`config.mk`:
```
export PLATFORM = sky130hd
export DESIGN_NAME = bcd_onehot_scanner
export DESIGN_NICKNAME = d
export VERILOG_FILES = /design/src/rtl/bcd_pkg.sv /design/src/rtl/bcd_digit_onehot.sv /design/src/rtl/bcd_onehot_scanner.sv
export SDC_FILE = /design/constraint.sdc
export NUM_CORES = 1
export LEC_CHECK = 0
export BUFFER_PORTS_ARGS = -buffer_cell sky130_fd_sc_hd__buf_2
export CAP_MARGIN = 0
export CORE_MARGIN = 1
export CORE_UTILIZATION = 30
export DETAILED_ROUTE_END_ITERATION = 8
export GPL_TIMING_DRIVEN = 0
export PLACE_DENSITY_LB_ADDON = 0.25
export SLEW_MARGIN = 20
export SYNTH_ARGS = -nofsm -noshare
export SYNTH_HDL_FRONTEND = slang
export SYNTH_SLANG_ARGS = --single-unit
```
`constraint.sdc`:
```
create_clock -name clk -period 2.4 [get_ports clk]
set_clock_uncertainty 0.05 [all_clocks]
set_input_delay 0.12 -clock clk [delete_from_list [all_inputs] [get_ports clk]]
set_output_delay 0.12 -clock clk [all_outputs]
set_load 0.005 [all_outputs]
```
`src/rtl/bcd_pkg.sv`:
```
// Shared types and constants for the digit-serial BCD to one-hot scanner.
// Included by the top level and the per-digit decoder.
package bcd_pkg;

    localparam int unsigned BCD_W = 4;
    localparam int unsigned DEC_W = 10;

    typedef enum logic [1:0] {
        StIdle,
        StScan,
        StHold
    } state_e;

    // Width of the digit index counter; never narrower than one bit.
    function automatic int unsigned idx_width(input int unsigned digits);
        return (digits > 1) ? $clog2(digits) : 1;
    endfunction

endpackage

```
`src/rtl/bcd_digit_onehot.sv`:
```
// Combinational decode of one 4-bit BCD code into a 10-bit one-hot field.
// Codes above nine produce an all-zero field and raise err_o.
module bcd_digit_onehot
    import bcd_pkg::*;
(
    input  logic [BCD_W-1:0] code_i,
    output logic [DEC_W-1:0] onehot_o,
    output logic             err_o
);

    always_comb begin
        onehot_o = '0;
        err_o    = 1'b0;
        if (code_i <= BCD_W'(9)) begin
            onehot_o = DEC_W'(1) << code_i;
        end else begin
            err_o = 1'b1;
        end
    end

endmodule

```
`src/rtl/bcd_onehot_scanner.sv`:
```
// Digit-serial BCD decoder: captures a word of DIGITS codes, decodes one digit per
// clock (most significant first) through a single shared decoder, then holds the result.
module bcd_onehot_scanner
    import bcd_pkg::*;
#(
    parameter int unsigned DIGITS   = 4,
    parameter bit          BLANK_LZ = 1'b1
) (
    input  logic                    clk,
    input  logic                    rst_n,
    input  logic                    in_valid,
    output logic                    in_ready,
    input  logic [BCD_W*DIGITS-1:0] in_bcd,
    output logic                    out_valid,
    input  logic                    out_ready,
    output logic [DEC_W*DIGITS-1:0] out_onehot,
    output logic [DIGITS-1:0]       out_err_mask,
    output logic                    out_err
);

    localparam int unsigned IDX_W = idx_width(DIGITS);

    state_e                    state_q, state_d;
    logic [IDX_W-1:0]          idx_q, idx_d;
    logic                      lz_q, lz_d;
    logic [BCD_W*DIGITS-1:0]   bcd_q, bcd_d;
    logic [DEC_W*DIGITS-1:0]   onehot_q, onehot_d;
    logic [DIGITS-1:0]         err_mask_q, err_mask_d;
    logic                      err_q, err_d;

    logic                      ready_int;
    logic                      accept;
    logic                      blank;
    logic [BCD_W-1:0]          cur_code;
    logic [DEC_W-1:0]          cur_onehot;
    logic                      cur_err;

    assign ready_int = (state_q == StIdle) | ((state_q == StHold) & out_ready);
    assign accept    = in_valid & ready_int;

    // Select the digit currently being scanned from the capture register.
    always_comb begin
        cur_code = '0;
        for (int k = 0; k < DIGITS; k++) begin
            if (idx_q == IDX_W'(k)) begin
                cur_code = bcd_q[k*BCD_W +: BCD_W];
            end
        end
    end

    bcd_digit_onehot u_dec (
        .code_i   (cur_code),
        .onehot_o (cur_onehot),
        .err_o    (cur_err)
    );

    // Digit 0 always shows, so a word of all zeros still displays a single 0.
    assign blank = BLANK_LZ && lz_q && (cur_code == '0) && (idx_q != '0);

    always_comb begin
        state_d    = state_q;
        idx_d      = idx_q;
        lz_d       = lz_q;
        bcd_d      = bcd_q;
        onehot_d   = onehot_q;
        err_mask_d = err_mask_q;
        err_d      = err_q;

        unique case (state_q)
            StIdle: begin
                if (accept) begin
                    state_d = StScan;
                end
            end
            StScan: begin
                for (int k = 0; k < DIGITS; k++) begin
                    if (idx_q == IDX_W'(k)) begin
                        onehot_d[k*DEC_W +: DEC_W] = blank ? '0 : cur_onehot;
                        err_mask_d[k]              = cur_err;
                    end
                end
                if (cur_code != '0) begin
                    lz_d = 1'b0;
                end
                if (idx_q == '0) begin
                    err_d   = |err_mask_d;
                    state_d = StHold;
                end else begin
                    idx_d = idx_q - IDX_W'(1);
                end
            end
            StHold: begin
                if (out_ready) begin
                    state_d = accept ? StScan : StIdle;
                end
            end
            default: state_d = StIdle;
        endcase

        if (accept) begin
            bcd_d      = in_bcd;
            idx_d      = IDX_W'(DIGITS - 1);
            lz_d       = 1'b1;
            onehot_d   = '0;
            err_mask_d = '0;
            err_d      = 1'b0;
        end
    end

    always_ff @(posedge clk or negedge rst_n) begin
        if (!rst_n) begin
            state_q    <= StIdle;
            idx_q      <= '0;
            lz_q       <= 1'b0;
            bcd_q      <= '0;
            onehot_q   <= '0;
            err_mask_q <= '0;
            err_q      <= 1'b0;
        end else begin
            state_q    <= state_d;
            idx_q      <= idx_d;
            lz_q       <= lz_d;
            bcd_q      <= bcd_d;
            onehot_q   <= onehot_d;
            err_mask_q <= err_mask_d;
            err_q      <= err_d;
        end
    end

    assign in_ready     = rst_n & ready_int;
    assign out_valid    = (state_q == StHold);
    assign out_onehot   = onehot_q;
    assign out_err_mask = err_mask_q;
    assign out_err      = err_q;

endmodule

```
==> run_summary.xml, run 1 <==
<?xml version="1.0" encoding="UTF-8"?>
<metrics>
  <group name="cells_and_area">
    <metric name="area.growth.synth_to_final" unit="%">29.5</metric>
    <metric name="final_layout_size_suffix_gt1_frac" unit="">0.317</metric>
    <metric name="sequential_cell_area" unit="µm²">1650</metric>
    <metric name="n_fill_cell" unit="">989</metric>
    <metric name="finish.instance_area" unit="µm²">3980</metric>
    <metric name="insertedDiodeCount" unit="">0</metric>
    <metric name="final_nets" unit="">410</metric>
    <metric name="area_of_the_multi_input_gates" unit="µm²">1320</metric>
  </group>
  <group name="grt">
    <metric name="grt_util_all_layers" unit="">0.157</metric>
    <metric name="initial_antenna_violation_count" unit="">0</metric>
    <metric name="grt_max_degree" unit="">52</metric>
    <metric name="global_route_wire_length_before_repair" unit="µm">12200</metric>
    <metric name="via_count_of_the_first_global_routing_pass" unit="">2384</metric>
    <metric name="gr_ovfl_total" unit="">0</metric>
  </group>
  <group name="pwr">
    <metric name="total_power" unit="µW">5550</metric>
    <metric name="power.net_switching" unit="µW">2460</metric>
    <metric name="share_seq_of_total_power" unit="">0.328</metric>
    <metric name="clock_power_share" unit="">0.172</metric>
    <metric name="irDropWorstVdd" unit="mV">0.454</metric>
    <metric name="cell_internal_pwr" unit="µW">3090</metric>
    <metric name="power.share.switching" unit="">0.443</metric>
    <metric name="p_leak" unit="µW">0.00199</metric>
    <metric name="areal_power_density_over_the_cells" unit="nW/µm²">1390</metric>
    <metric name="power.share.combinational" unit="">0.500</metric>
  </group>
  <group name="worst_hold_path">
    <metric name="min-delay-path-class" unit="">in -&gt; async</metric>
  </group>
  <group name="critical_path">
    <metric name="endpoint_arrival_time_on_the_critical_path" unit="ns">2.41</metric>
    <metric name="critical_path_peak_fanout" unit="">10</metric>
    <metric name="reg2reg_depth" unit="">7</metric>
    <metric name="cp-end-kind" unit="">register</metric>
    <metric name="timing_worst_setup_path_type" unit="">reg -&gt; reg</metric>
    <metric name="startpoint_type" unit="">register</metric>
    <metric name="required_time_of_the_worst_setup_path" unit="ns">2.62</metric>
  </group>
  <group name="cts">
    <metric name="path_clk_slew" unit="ns">0.08</metric>
    <metric name="max-clock-path-buffers" unit="">2</metric>
    <metric name="post_cts_buffers" unit="">0</metric>
    <metric name="ctsHtreeMaxLevel" unit="">3</metric>
    <metric name="cts-buffers-inserted" unit="">9</metric>
    <metric name="clk_root_buffer_cell" unit="">sky130_fd_sc_hd__clkbuf_8</metric>
    <metric name="tritoncts" unit="">done</metric>
    <metric name="clkLatencyLatePin" unit="ns">0.35</metric>
    <metric name="clkSinkCount" unit="">66</metric>
  </group>
  <group name="drt">
    <metric name="first_pass_iters" unit="">4</metric>
    <metric name="num_vias" unit="">2441</metric>
    <metric name="finalWirelength" unit="µm">7760</metric>
    <metric name="routed_wire_length_per_instance" unit="µm">14.8</metric>
    <metric name="post_drt_via_cell_ratio" unit="">4.66</metric>
    <metric name="postRouteAntennaNets" unit="">0</metric>
    <metric name="detailed_route_drc_error_count" unit="">0</metric>
    <metric name="detailedRoute.firstIterationViolations" unit="">107</metric>
  </group>
  <group name="place">
    <metric name="dpl.hpwl" unit="µm">5520</metric>
    <metric name="port_buffers" unit="">66</metric>
    <metric name="dp_slack" unit="ns">0.228</metric>
    <metric name="gp_congestion" unit="">0.733</metric>
    <metric name="area_post_placement" unit="µm²">3600</metric>
  </group>
  <group name="yosys">
    <metric name="synth_top_area_share" unit="">0.537</metric>
    <metric name="post_synth_edffs" unit="">0</metric>
    <metric name="synth.most_common_cell" unit="">sky130_fd_sc_hd__dfrtp_1</metric>
    <metric name="netlist_instances" unit="">290</metric>
    <metric name="postSynthNetCount" unit="">314</metric>
    <metric name="synth-warning-count" unit="">0</metric>
    <metric name="synth_area" unit="µm²">3070</metric>
    <metric name="ys_top_cells_by_count" unit="">66 x sky130_fd_sc_hd__dfrtp_1, 64 x sky130_fd_sc_hd__nand2_1, 30 x sky130_fd_sc_hd__nand3_1</metric>
    <metric name="synth_top_cells_by_area" unit="">sky130_fd_sc_hd__dfrtp_1 54%, sky130_fd_sc_hd__nand2_1 7.8%, sky130_fd_sc_hd__nand3_1 4.9%</metric>
    <metric name="netlist.top_cell.by_area" unit="">sky130_fd_sc_hd__dfrtp_1</metric>
    <metric name="synth_async_sr_flop_share" unit="">1.00</metric>
    <metric name="yosys_most_used_dff" unit="">sky130_fd_sc_hd__dfrtp_1</metric>
    <metric name="seq_area_frac_synth" unit="">0.537</metric>
    <metric name="ys_types" unit="">50</metric>
    <metric name="syn-mean-instance-area" unit="µm²">10.6</metric>
    <metric name="postSynthRegisterBits" unit="">66</metric>
  </group>
  <group name="timing">
    <metric name="finalCriticalPeriod" unit="ns">2.19</metric>
    <metric name="final-setup-viol-count" unit="">0</metric>
    <metric name="max-slew-margin-rel" unit="">0.552</metric>
    <metric name="max_clock_freq" unit="MHz">456</metric>
    <metric name="final-hold-violation-count" unit="">0</metric>
    <metric name="setup_total_negative_slack" unit="ns">0</metric>
    <metric name="report.final.slew_viol_count" unit="">0</metric>
    <metric name="final_critical_path_setup_slack" unit="ns">0.207</metric>
    <metric name="fin_crit_sh" unit="">0.914</metric>
    <metric name="worst_slew_pin_slew" unit="ns">0.671</metric>
    <metric name="grt_setup_unrepaired" unit="">no</metric>
    <metric name="fin_hold_ws" unit="ns">0.139</metric>
  </group>
  <group name="floorplanning">
    <metric name="chipWidth" unit="µm">103</metric>
    <metric name="initial_core_util" unit="">0.312</metric>
    <metric name="area_enclosed_by_the_die_boundary" unit="µm²">10700</metric>
    <metric name="io_pins" unit="">67</metric>
    <metric name="core.rowCount" unit="">36</metric>
    <metric name="core_area" unit="µm²">9860</metric>
    <metric name="dieHeight" unit="µm">103</metric>
  </group>
  <group name="job">
    <metric name="max-cap-violations" unit="">0</metric>
  </group>
  <group name="status">
    <metric name="outcome" unit="">completed</metric>
  </group>
</metrics>
==> sequential cells by signal, summed over array words and instances (netlist names) <==
| register | count |
|---|---|
| idx_q | 2 |
| lz_q | 1 |
| out_err_mask | 4 |
| state_q | 2 |
| bcd_q | 16 |
| out_err | 1 |
| out_onehot | 40 |
==> stage by stage <==
step	std cells	util
after floorplan	290	-
after global placement	489	0.362
after detailed placement	490	0.365
after CTS	524	0.403
after global routing	524	0.403
final	524	0.403
==> cells by family after synthesis <==
group	count (synthesis)	synth area share
simple gates	130	0.223
flops	66	0.537
compound gates	60	0.157
buf+inv	21	0.0342
mux	8	0.0293
fa+ha+maj	4	0.0163
xor+xnor	1	0.00285
==> path summary, 6_finish.rpt <==
check	start	end	slack [ns]
worst max-delay path	idx_q[1]$_DFFE_PN0P_	out_onehot[21]$_DFFE_PN0P_	0.21
worst min-delay path	rst_n	state_q[1]$_DFFE_PN0P_	0.14
worst max register to register	idx_q[1]$_DFFE_PN0P_	out_onehot[21]$_DFFE_PN0P_	0.21
worst min register to register	bcd_q[9]$_DFFE_PN0P_	bcd_q[9]$_DFFE_PN0P_	0.43
max in group asynchronous	rst_n	idx_q[0]$_DFFE_PN0P_	1.62
min in group clk	in_valid	out_err_mask[0]$_DFFE_PN0P_	0.24
==> worst max-delay path: stages, from the launching register on <==
cell                       delay, ns
sky130_fd_sc_hd__dfrtp_1        0.40
sky130_fd_sc_hd__inv_1          0.08
sky130_fd_sc_hd__ha_1           0.20
sky130_fd_sc_hd__buf_4          0.18
sky130_fd_sc_hd__nand3b_4       0.17
sky130_fd_sc_hd__a211oi_4       0.51
sky130_fd_sc_hd__nand3_1        0.29
sky130_fd_sc_hd__o21ai_0        0.22
==> routing by layer <==
layer / track usage / vias up / part of all wire
met5: 0 / - / 0
li1: - / 1198 / -
met4: 0.0488 / 0 / 0.011
met2: 0.245 / 65 / 0.44
met3: 0.0504 / 6 / 0.059
met1: 0.207 / 1172 / 0.48
==> area by class of cell <==
type / count / area share
sequential: 66 / 0.415
multi-input combinational: 203 / 0.331
timing repair buffer: 85 / 0.136
tap: 133 / 0.0418
clock buffer: 9 / 0.0311
buffer: 16 / 0.0217
clock inverter: 7 / 0.0192
inverter: 5 / 0.00472
==> layout by cell type, fill, tap and decap left out, types with 5 or more instances in the layout <==
master                          instances
sky130_fd_sc_hd__a21oi_1                6
sky130_fd_sc_hd__a22o_1                 8
sky130_fd_sc_hd__buf_2                 68
sky130_fd_sc_hd__buf_4                  5
sky130_fd_sc_hd__clkbuf_1               6
sky130_fd_sc_hd__clkbuf_8               9
sky130_fd_sc_hd__dfrtp_1               66
sky130_fd_sc_hd__dlygate4sd3_1         18
sky130_fd_sc_hd__mux2_2                 7
sky130_fd_sc_hd__nand2_1               64
sky130_fd_sc_hd__nand3_1               30
sky130_fd_sc_hd__nor2_1                14
sky130_fd_sc_hd__o21ai_0                8
sky130_fd_sc_hd__o21ai_1               11
sky130_fd_sc_hd__o31ai_1                8
==> power groups by stage <==
| stage | clock network (µW) | logic, µW | registers (µW) |
|---|---|---|---|
| after global routing | 1040 | 3080 | 1870 |
| after detailed placement | 0 | 2770 | 1840 |
| after CTS | 977 | 2800 | 1820 |
| after global placement | 0 | 2720 | 1840 |
| final | 953 | 2780 | 1820 |
| after floorplan | 0 | 1910 | 1820 |
==> timing repair <==
action	in CTS	in global routing
setup endpoints to repair	0	0
gates resized for setup	0	0
endpoints found under the hold margin	83	0
hold buffers	18	0
(Power assumes the default switching activity.)
==> inputs of run 2 (changes only) <==
Settings changed: CELL_PAD_IN_SITES_DETAIL_PLACEMENT set to 1, CELL_PAD_IN_SITES_GLOBAL_PLACEMENT set to 2.
Clock period 2.4 ns to 2.7 ns, I/O delays scaled along.
==> run_summary.xml, run 2 (synthesis results as in run 1) <==
<?xml version="1.0" encoding="UTF-8"?>
<metrics>
  <group name="status">
    <metric name="outcome" unit="">completed</metric>
  </group>
  <group name="cts">
    <metric name="tritoncts" unit="">done</metric>
    <metric name="ctsHtreeMaxLevel" unit="">3</metric>
    <metric name="cts-buffers-inserted" unit="">9</metric>
    <metric name="path_clk_slew" unit="ns">0.08</metric>
    <metric name="clkSinkCount" unit="">66</metric>
    <metric name="clkLatencyLatePin" unit="ns">0.35</metric>
    <metric name="clk_root_buffer_cell" unit="">sky130_fd_sc_hd__clkbuf_8</metric>
    <metric name="max-clock-path-buffers" unit="">2</metric>
    <metric name="postCtsResizedCells" unit="">0</metric>
    <metric name="post_cts_buffers" unit="">0</metric>
  </group>
  <group name="pwr">
    <metric name="power.share.switching" unit="">0.427</metric>
    <metric name="power.net_switching" unit="µW">2180</metric>
    <metric name="p_leak" unit="µW">0.00201</metric>
    <metric name="clock_power_share" unit="">0.198</metric>
    <metric name="cell_internal_pwr" unit="µW">2930</metric>
    <metric name="irDropWorstVdd" unit="mV">0.513</metric>
    <metric name="areal_power_density_over_the_cells" unit="nW/µm²">1280</metric>
    <metric name="share_seq_of_total_power" unit="">0.318</metric>
    <metric name="power.share.combinational" unit="">0.484</metric>
  </group>
  <group name="cells_and_area">
    <metric name="insertedDiodeCount" unit="">0</metric>
    <metric name="final_layout_size_suffix_gt1_frac" unit="">0.318</metric>
    <metric name="finished_layout_cells" unit="">523</metric>
    <metric name="sequential_cell_area" unit="µm²">1650</metric>
    <metric name="area.growth.synth_to_final" unit="%">30.5</metric>
    <metric name="n_fill_cell" unit="">1117</metric>
    <metric name="area_of_the_multi_input_gates" unit="µm²">1320</metric>
    <metric name="most-common-layout-cells" unit="">68 x sky130_fd_sc_hd__buf_2, 66 x sky130_fd_sc_hd__dfrtp_1, 64 x sky130_fd_sc_hd__nand2_1, 30 x sky130_fd_sc_hd__nand3_1, 17 x sky130_fd_sc_hd__dlygate4sd3_1</metric>
    <metric name="largest_register_ff_count" unit="">40</metric>
    <metric name="final_nets" unit="">409</metric>
    <metric name="layout_commonest_cell" unit="">sky130_fd_sc_hd__buf_2</metric>
    <metric name="finish.instance_area" unit="µm²">4010</metric>
  </group>
  <group name="critical_path">
    <metric name="endpoint_arrival_time_on_the_critical_path" unit="ns">2.48</metric>
    <metric name="required_time_of_the_worst_setup_path" unit="ns">2.93</metric>
    <metric name="critical_path_peak_fanout" unit="">10</metric>
    <metric name="timing_worst_setup_path_type" unit="">reg -&gt; reg</metric>
    <metric name="startpoint_type" unit="">register</metric>
    <metric name="cp-end-kind" unit="">register</metric>
  </group>
  <group name="place">
    <metric name="gp_congestion" unit="">0.736</metric>
    <metric name="dpl.cell_count" unit="">490</metric>
    <metric name="area_post_placement" unit="µm²">3600</metric>
    <metric name="dp_slack" unit="ns">0.474</metric>
    <metric name="port_buffers" unit="">66</metric>
    <metric name="dpl.hpwl" unit="µm">5880</metric>
  </group>
  <group name="floorplanning">
    <metric name="dieHeight" unit="µm">103</metric>
    <metric name="core.rowCount" unit="">36</metric>
    <metric name="core_area" unit="µm²">9860</metric>
    <metric name="initial_core_util" unit="">0.312</metric>
    <metric name="area_enclosed_by_the_die_boundary" unit="µm²">10700</metric>
    <metric name="chipWidth" unit="µm">103</metric>
    <metric name="io_pins" unit="">67</metric>
  </group>
  <group name="drt">
    <metric name="first_pass_iters" unit="">4</metric>
    <metric name="num_vias" unit="">2491</metric>
    <metric name="finalWirelength" unit="µm">8260</metric>
    <metric name="detailedRoute.firstIterationViolations" unit="">32</metric>
    <metric name="postRouteAntennaNets" unit="">0</metric>
    <metric name="detailed_route_drc_error_count" unit="">0</metric>
    <metric name="routed_wire_length_per_instance" unit="µm">15.8</metric>
    <metric name="post_drt_via_cell_ratio" unit="">4.76</metric>
  </group>
  <group name="timing">
    <metric name="report.final.slew_viol_count" unit="">0</metric>
    <metric name="fin_crit_sh" unit="">0.832</metric>
    <metric name="final_critical_path_setup_slack" unit="ns">0.454</metric>
    <metric name="final-setup-viol-count" unit="">0</metric>
    <metric name="setup_total_negative_slack" unit="ns">0</metric>
    <metric name="worst_slew_pin_slew" unit="ns">0.597</metric>
    <metric name="max-slew-margin-rel" unit="">0.602</metric>
    <metric name="grt_setup_unrepaired" unit="">no</metric>
    <metric name="final-hold-violation-count" unit="">0</metric>
    <metric name="finalCriticalPeriod" unit="ns">2.25</metric>
    <metric name="max_clock_freq" unit="MHz">445</metric>
    <metric name="fin_hold_ws" unit="ns">0.00873</metric>
  </group>
  <group name="grt">
    <metric name="via_count_of_the_first_global_routing_pass" unit="">2650</metric>
    <metric name="grt_util_all_layers" unit="">0.174</metric>
    <metric name="gr_ovfl_total" unit="">0</metric>
    <metric name="grt_max_degree" unit="">54</metric>
    <metric name="global_route_wire_length_before_repair" unit="µm">13700</metric>
    <metric name="initial_antenna_violation_count" unit="">0</metric>
  </group>
  <group name="job">
    <metric name="max-cap-violations" unit="">0</metric>
  </group>
  <group name="worst_hold_path">
    <metric name="min-delay-path-class" unit="">in -&gt; reg</metric>
  </group>
</metrics>
## run 2: cell types whose count changed in the layout (fill, tap and decap cells not counted), sizes merged
| cell | previous run | this run |
|---|---|---|
| inv | 7 | 6 |
| bufinv | 1 | 3 |
| clkinvlp | 2 | 1 |
| dlygate4sd3 | 18 | 17 |
## run 2: metrics by stage
stage          power, µW   util
2_1_floorplan       3310      -
3_3_place_gp        4090  0.362
3_5_place_dp        4150  0.365
4_1_cts             5200  0.407
5_1_grt             5560  0.407
6_report            5110  0.407
## run 2: layout make-up
cell class,instances,area share
clock inverter,7,0.0290
inverter,5,0.00468
buffer,16,0.0215
sequential,66,0.412
tap,133,0.0415
clock buffer,9,0.0309
multi-input combinational,203,0.328
timing repair buffer,84,0.132
## run 2: timing repair
item	CTS	global route
hold endpoints to repair	82	0
setup endpoints to repair	0	0
hold buffers	17	0
## run 2: critical path, stage by stage (launching register included)
cell                      delay [ns]
sky130_fd_sc_hd__dfrtp_1        0.39
sky130_fd_sc_hd__inv_1          0.10
sky130_fd_sc_hd__ha_1           0.20
sky130_fd_sc_hd__buf_4          0.19
sky130_fd_sc_hd__nor3b_2        0.19
sky130_fd_sc_hd__nor2_1         0.24
sky130_fd_sc_hd__nand2_2        0.25
sky130_fd_sc_hd__nor4_4         0.36
sky130_fd_sc_hd__mux2_2         0.21
## run 2: path summary, 6_finish.rpt
| path | from | to | slack [ns] | depth (start not counted) |
|---|---|---|---|---|
| min in group asynchronous | rst_n | state_q[1]$_DFFE_PN0P_ | 0.15 | 2 |
| hold / removal | out_ready | state_q[1]$_DFFE_PN0P_ | 0.009 | 3 |
| setup / recovery | idx_q[0]$_DFFE_PN0P_ | out_onehot[13]$_DFFE_PN0P_ | 0.45 | 8 |
| setup reg to reg | idx_q[0]$_DFFE_PN0P_ | out_onehot[13]$_DFFE_PN0P_ | 0.45 | 8 |
| max in group asynchronous | rst_n | out_onehot[27]$_DFFE_PN0P_ | 1.91 | 3 |
| hold reg to reg | bcd_q[5]$_DFFE_PN0P_ | bcd_q[5]$_DFFE_PN0P_ | 0.43 | 2 |
## run 2: layer usage
layer / GRT usage / up-vias / wire [µm] / share of wire
met4: 0.0553 / 0 / 108 / 0.013
li1: - / 1204 / - / -
met3: 0.0302 / 11 / 233 / 0.028
met5: 0 / - / 0 / 0
met2: 0.299 / 46 / 4110 / 0.50
met1: 0.223 / 1230 / 3820 / 0.46
## run 2: power by group through the flow
stage	Combinational, µW	Sequential, µW	Clock (µW)
after floorplan	1700	1620	0
after global placement	2440	1640	0
after detailed placement	2500	1650	0
after CTS	2520	1640	1040
after global routing	2800	1680	1080
final	2470	1630	1010
==> inputs of run 3 (changes only) <==
Clock period 2.7 ns to 2.2 ns, I/O delays scaled along.
==> run_summary.xml, run 3 (synthesis results as in run 1) <==
<?xml version="1.0" encoding="UTF-8"?>
<metrics>
  <group name="floorplanning">
    <metric name="chipWidth" unit="µm">103</metric>
    <metric name="dieHeight" unit="µm">103</metric>
    <metric name="core_area" unit="µm²">9860</metric>
    <metric name="area_enclosed_by_the_die_boundary" unit="µm²">10700</metric>
    <metric name="io_pins" unit="">67</metric>
    <metric name="initial_core_util" unit="">0.312</metric>
    <metric name="core.rowCount" unit="">36</metric>
  </group>
  <group name="cells_and_area">
    <metric name="n_fill_cell" unit="">1097</metric>
    <metric name="largest_register_ff_count" unit="">40</metric>
    <metric name="area_of_the_multi_input_gates" unit="µm²">1490</metric>
    <metric name="layout_commonest_cell" unit="">sky130_fd_sc_hd__buf_2</metric>
    <metric name="final_nets" unit="">422</metric>
    <metric name="area.growth.synth_to_final" unit="%">41.2</metric>
    <metric name="sequential_cell_area" unit="µm²">1650</metric>
    <metric name="final_layout_size_suffix_gt1_frac" unit="">0.377</metric>
    <metric name="insertedDiodeCount" unit="">0</metric>
    <metric name="final_util" unit="">0.440</metric>
    <metric name="most-common-layout-cells" unit="">68 x sky130_fd_sc_hd__buf_2, 65 x sky130_fd_sc_hd__dfrtp_1, 64 x sky130_fd_sc_hd__nand2_1, 30 x sky130_fd_sc_hd__nand3_1, 18 x sky130_fd_sc_hd__dlygate4sd3_1</metric>
  </group>
  <group name="drt">
    <metric name="detailed_route_drc_error_count" unit="">0</metric>
    <metric name="postRouteAntennaNets" unit="">0</metric>
    <metric name="first_pass_iters" unit="">3</metric>
    <metric name="finalWirelength" unit="µm">8630</metric>
    <metric name="post_drt_via_cell_ratio" unit="">4.75</metric>
    <metric name="routed_wire_length_per_instance" unit="µm">16.1</metric>
    <metric name="detailedRoute.firstIterationViolations" unit="">48</metric>
    <metric name="num_vias" unit="">2544</metric>
  </group>
  <group name="pwr">
    <metric name="cell_internal_pwr" unit="µW">4120</metric>
    <metric name="clock_power_share" unit="">0.174</metric>
    <metric name="power.share.switching" unit="">0.426</metric>
    <metric name="share_seq_of_total_power" unit="">0.283</metric>
    <metric name="power.share.combinational" unit="">0.543</metric>
    <metric name="irDropWorstVdd" unit="mV">0.573</metric>
    <metric name="areal_power_density_over_the_cells" unit="nW/µm²">1650</metric>
    <metric name="power.net_switching" unit="µW">3050</metric>
    <metric name="p_leak" unit="µW">0.00212</metric>
  </group>
  <group name="grt">
    <metric name="via_count_of_the_first_global_routing_pass" unit="">2712</metric>
    <metric name="gr_ovfl_total" unit="">0</metric>
    <metric name="global_route_wire_length_before_repair" unit="µm">14000</metric>
    <metric name="grt_util_all_layers" unit="">0.176</metric>
    <metric name="initial_antenna_violation_count" unit="">0</metric>
    <metric name="grt_max_degree" unit="">54</metric>
  </group>
  <group name="timing">
    <metric name="fin_crit_sh" unit="">0.975</metric>
    <metric name="final_critical_path_setup_slack" unit="ns">0.0557</metric>
    <metric name="worst_slew_pin_slew" unit="ns">0.613</metric>
    <metric name="report.final.slew_viol_count" unit="">0</metric>
    <metric name="finalCriticalPeriod" unit="ns">2.14</metric>
    <metric name="final-setup-viol-count" unit="">0</metric>
    <metric name="final-hold-violation-count" unit="">0</metric>
    <metric name="max-slew-margin-rel" unit="">0.591</metric>
    <metric name="grt_setup_unrepaired" unit="">yes</metric>
    <metric name="max_clock_freq" unit="MHz">466</metric>
  </group>
  <group name="critical_path">
    <metric name="reg2reg_depth" unit="">8</metric>
    <metric name="critical_path.n_buffers_inverters" unit="">3</metric>
    <metric name="required_time_of_the_worst_setup_path" unit="ns">2.43</metric>
    <metric name="cell_occurring_most_often_along_the_worst_timing_path" unit="">sky130_fd_sc_hd__a211oi_4</metric>
    <metric name="internal_reg_to_reg_setup_slack" unit="ns">0.06</metric>
    <metric name="cp-endpoint" unit="">out_onehot[12]$_DFFE_PN0P_</metric>
    <metric name="endpoint_arrival_time_on_the_critical_path" unit="ns">2.37</metric>
    <metric name="timing_worst_setup_path_type" unit="">reg -&gt; reg</metric>
    <metric name="timing.critical_path.depth" unit="">8</metric>
    <metric name="critPathTopFamily" unit="">buffers and inverters</metric>
    <metric name="crit_start" unit="">idx_q[0]$_DFFE_PN0P_</metric>
    <metric name="crit_slowest_cell" unit="">sky130_fd_sc_hd__dfrtp_1</metric>
    <metric name="critical_path.max_stage_delay" unit="ns">0.42</metric>
    <metric name="cp-end-kind" unit="">register</metric>
    <metric name="crit-reg2reg-launch" unit="">idx_q[0]$_DFFE_PN0P_</metric>
    <metric name="crit-reg2reg-capture" unit="">out_onehot[12]$_DFFE_PN0P_</metric>
    <metric name="chain_of_cells_forming_the_critical_path" unit="">buf_4 &gt; ha_2 &gt; buf_8 &gt; a211oi_4 &gt; a211oi_4 &gt; buf_12 &gt; nor4_4 &gt; mux2_4</metric>
    <metric name="critical_path_peak_fanout" unit="">10</metric>
    <metric name="startpoint_type" unit="">register</metric>
  </group>
  <group name="cts">
    <metric name="clkLatencyLatePin" unit="ns">0.35</metric>
    <metric name="tritoncts" unit="">done</metric>
    <metric name="ctsHtreeMaxLevel" unit="">3</metric>
    <metric name="max-clock-path-buffers" unit="">2</metric>
    <metric name="clk_root_buffer_cell" unit="">sky130_fd_sc_hd__clkbuf_8</metric>
    <metric name="cts-buffers-inserted" unit="">9</metric>
    <metric name="clkSinkCount" unit="">66</metric>
    <metric name="path_clk_slew" unit="ns">0.08</metric>
  </group>
  <group name="place">
    <metric name="gp_congestion" unit="">0.736</metric>
    <metric name="dpl.hpwl" unit="µm">5880</metric>
    <metric name="port_buffers" unit="">66</metric>
    <metric name="dp_slack" unit="ns">-0.0259</metric>
  </group>
  <group name="job">
    <metric name="max-cap-violations" unit="">0</metric>
  </group>
  <group name="status">
    <metric name="outcome" unit="">completed</metric>
  </group>
  <group name="worst_hold_path">
    <metric name="min-delay-path-class" unit="">in -&gt; async</metric>
  </group>
</metrics>
[run 3: per-layer routing]
metal	global-route usage	share of wire	vias up
met1	0.224	0.46	1267
li1	-	-	1221
met3	0.0302	0.026	10
met2	0.307	0.50	46
met5	0	0	-
met4	0.0553	0.011	0
[run 3: worst min-delay path by stage]
stage | startpoint | to | cells past startpoint
2_1_floorplan | rst_n | bcd_q[0]$_DFFE_PN0P_ | 0
3_3_place_gp | in_bcd[8] | bcd_q[8]$_DFFE_PN0P_ | 3
3_5_place_dp | rst_n | state_q[1]$_DFFE_PN0P_ | 1
4_1_cts | rst_n | state_q[1]$_DFFE_PN0P_ | 2
5_1_grt | rst_n | state_q[1]$_DFFE_PN0P_ | 2
6_report | rst_n | state_q[1]$_DFFE_PN0P_ | 2
[run 3: power groups by stage]
| stage | Clock [µW] | Sequential, µW | Combinational [µW] |
|---|---|---|---|
| floorplan | 0 | 1980 | 2080 |
| global placement | 0 | 2020 | 3000 |
| detailed placement | 0 | 2030 | 3060 |
| CTS | 1270 | 2010 | 3320 |
| global route | 1320 | 2090 | 4330 |
| finish | 1250 | 2030 | 3900 |
[run 3: layout make-up]
cell class	count	share of cell area
Sequential cell	66	0.381
Buffer	15	0.0225
Inverter	5	0.00433
Timing Repair Buffer	98	0.156
Clock buffer	9	0.0286
Multi-Input combinational cell	203	0.343
Clock inverter	7	0.0268
Tap cell	133	0.0384
[run 3: repair_timing]
item,in CTS,in global routing
setup buffers,4,10
hold endpoints to repair,83,0
endpoints found under the setup margin,19,44
hold buffers,18,0
resized for setup,5,32
pin swaps,1,10
cloned,0,1
[run 3: stage by stage]
step / hold WS (ns) / instance area [µm²] / power (µW) / setup TNS [ns] / std cells
after global placement: 0.253 / 3570 / 5020 / -0.119 / 489
final: 0.124 / 4340 / 7170 / 0 / 536
after floorplan: -0.236 / 3070 / 4060 / 0 / 290
after detailed placement: -0.0564 / 3600 / 5090 / -0.103 / 490
after CTS: 0.124 / 4080 / 6610 / -0.0208 / 528
after global routing: 0.131 / 4340 / 7740 / -0.140 / 536
[run 3: worst reg2reg max path: cells and delay by family, from the launching register on]
kind                     cells  cell delay (ns)
flip-flops                   1             0.42
buffers and inverters        3             0.46
AND/OR/NAND/NOR              1             0.34
multiplexers                 1             0.22
AO/OA/AOI/OAI                2             0.38
adder cells (fa/ha/maj)      1             0.21
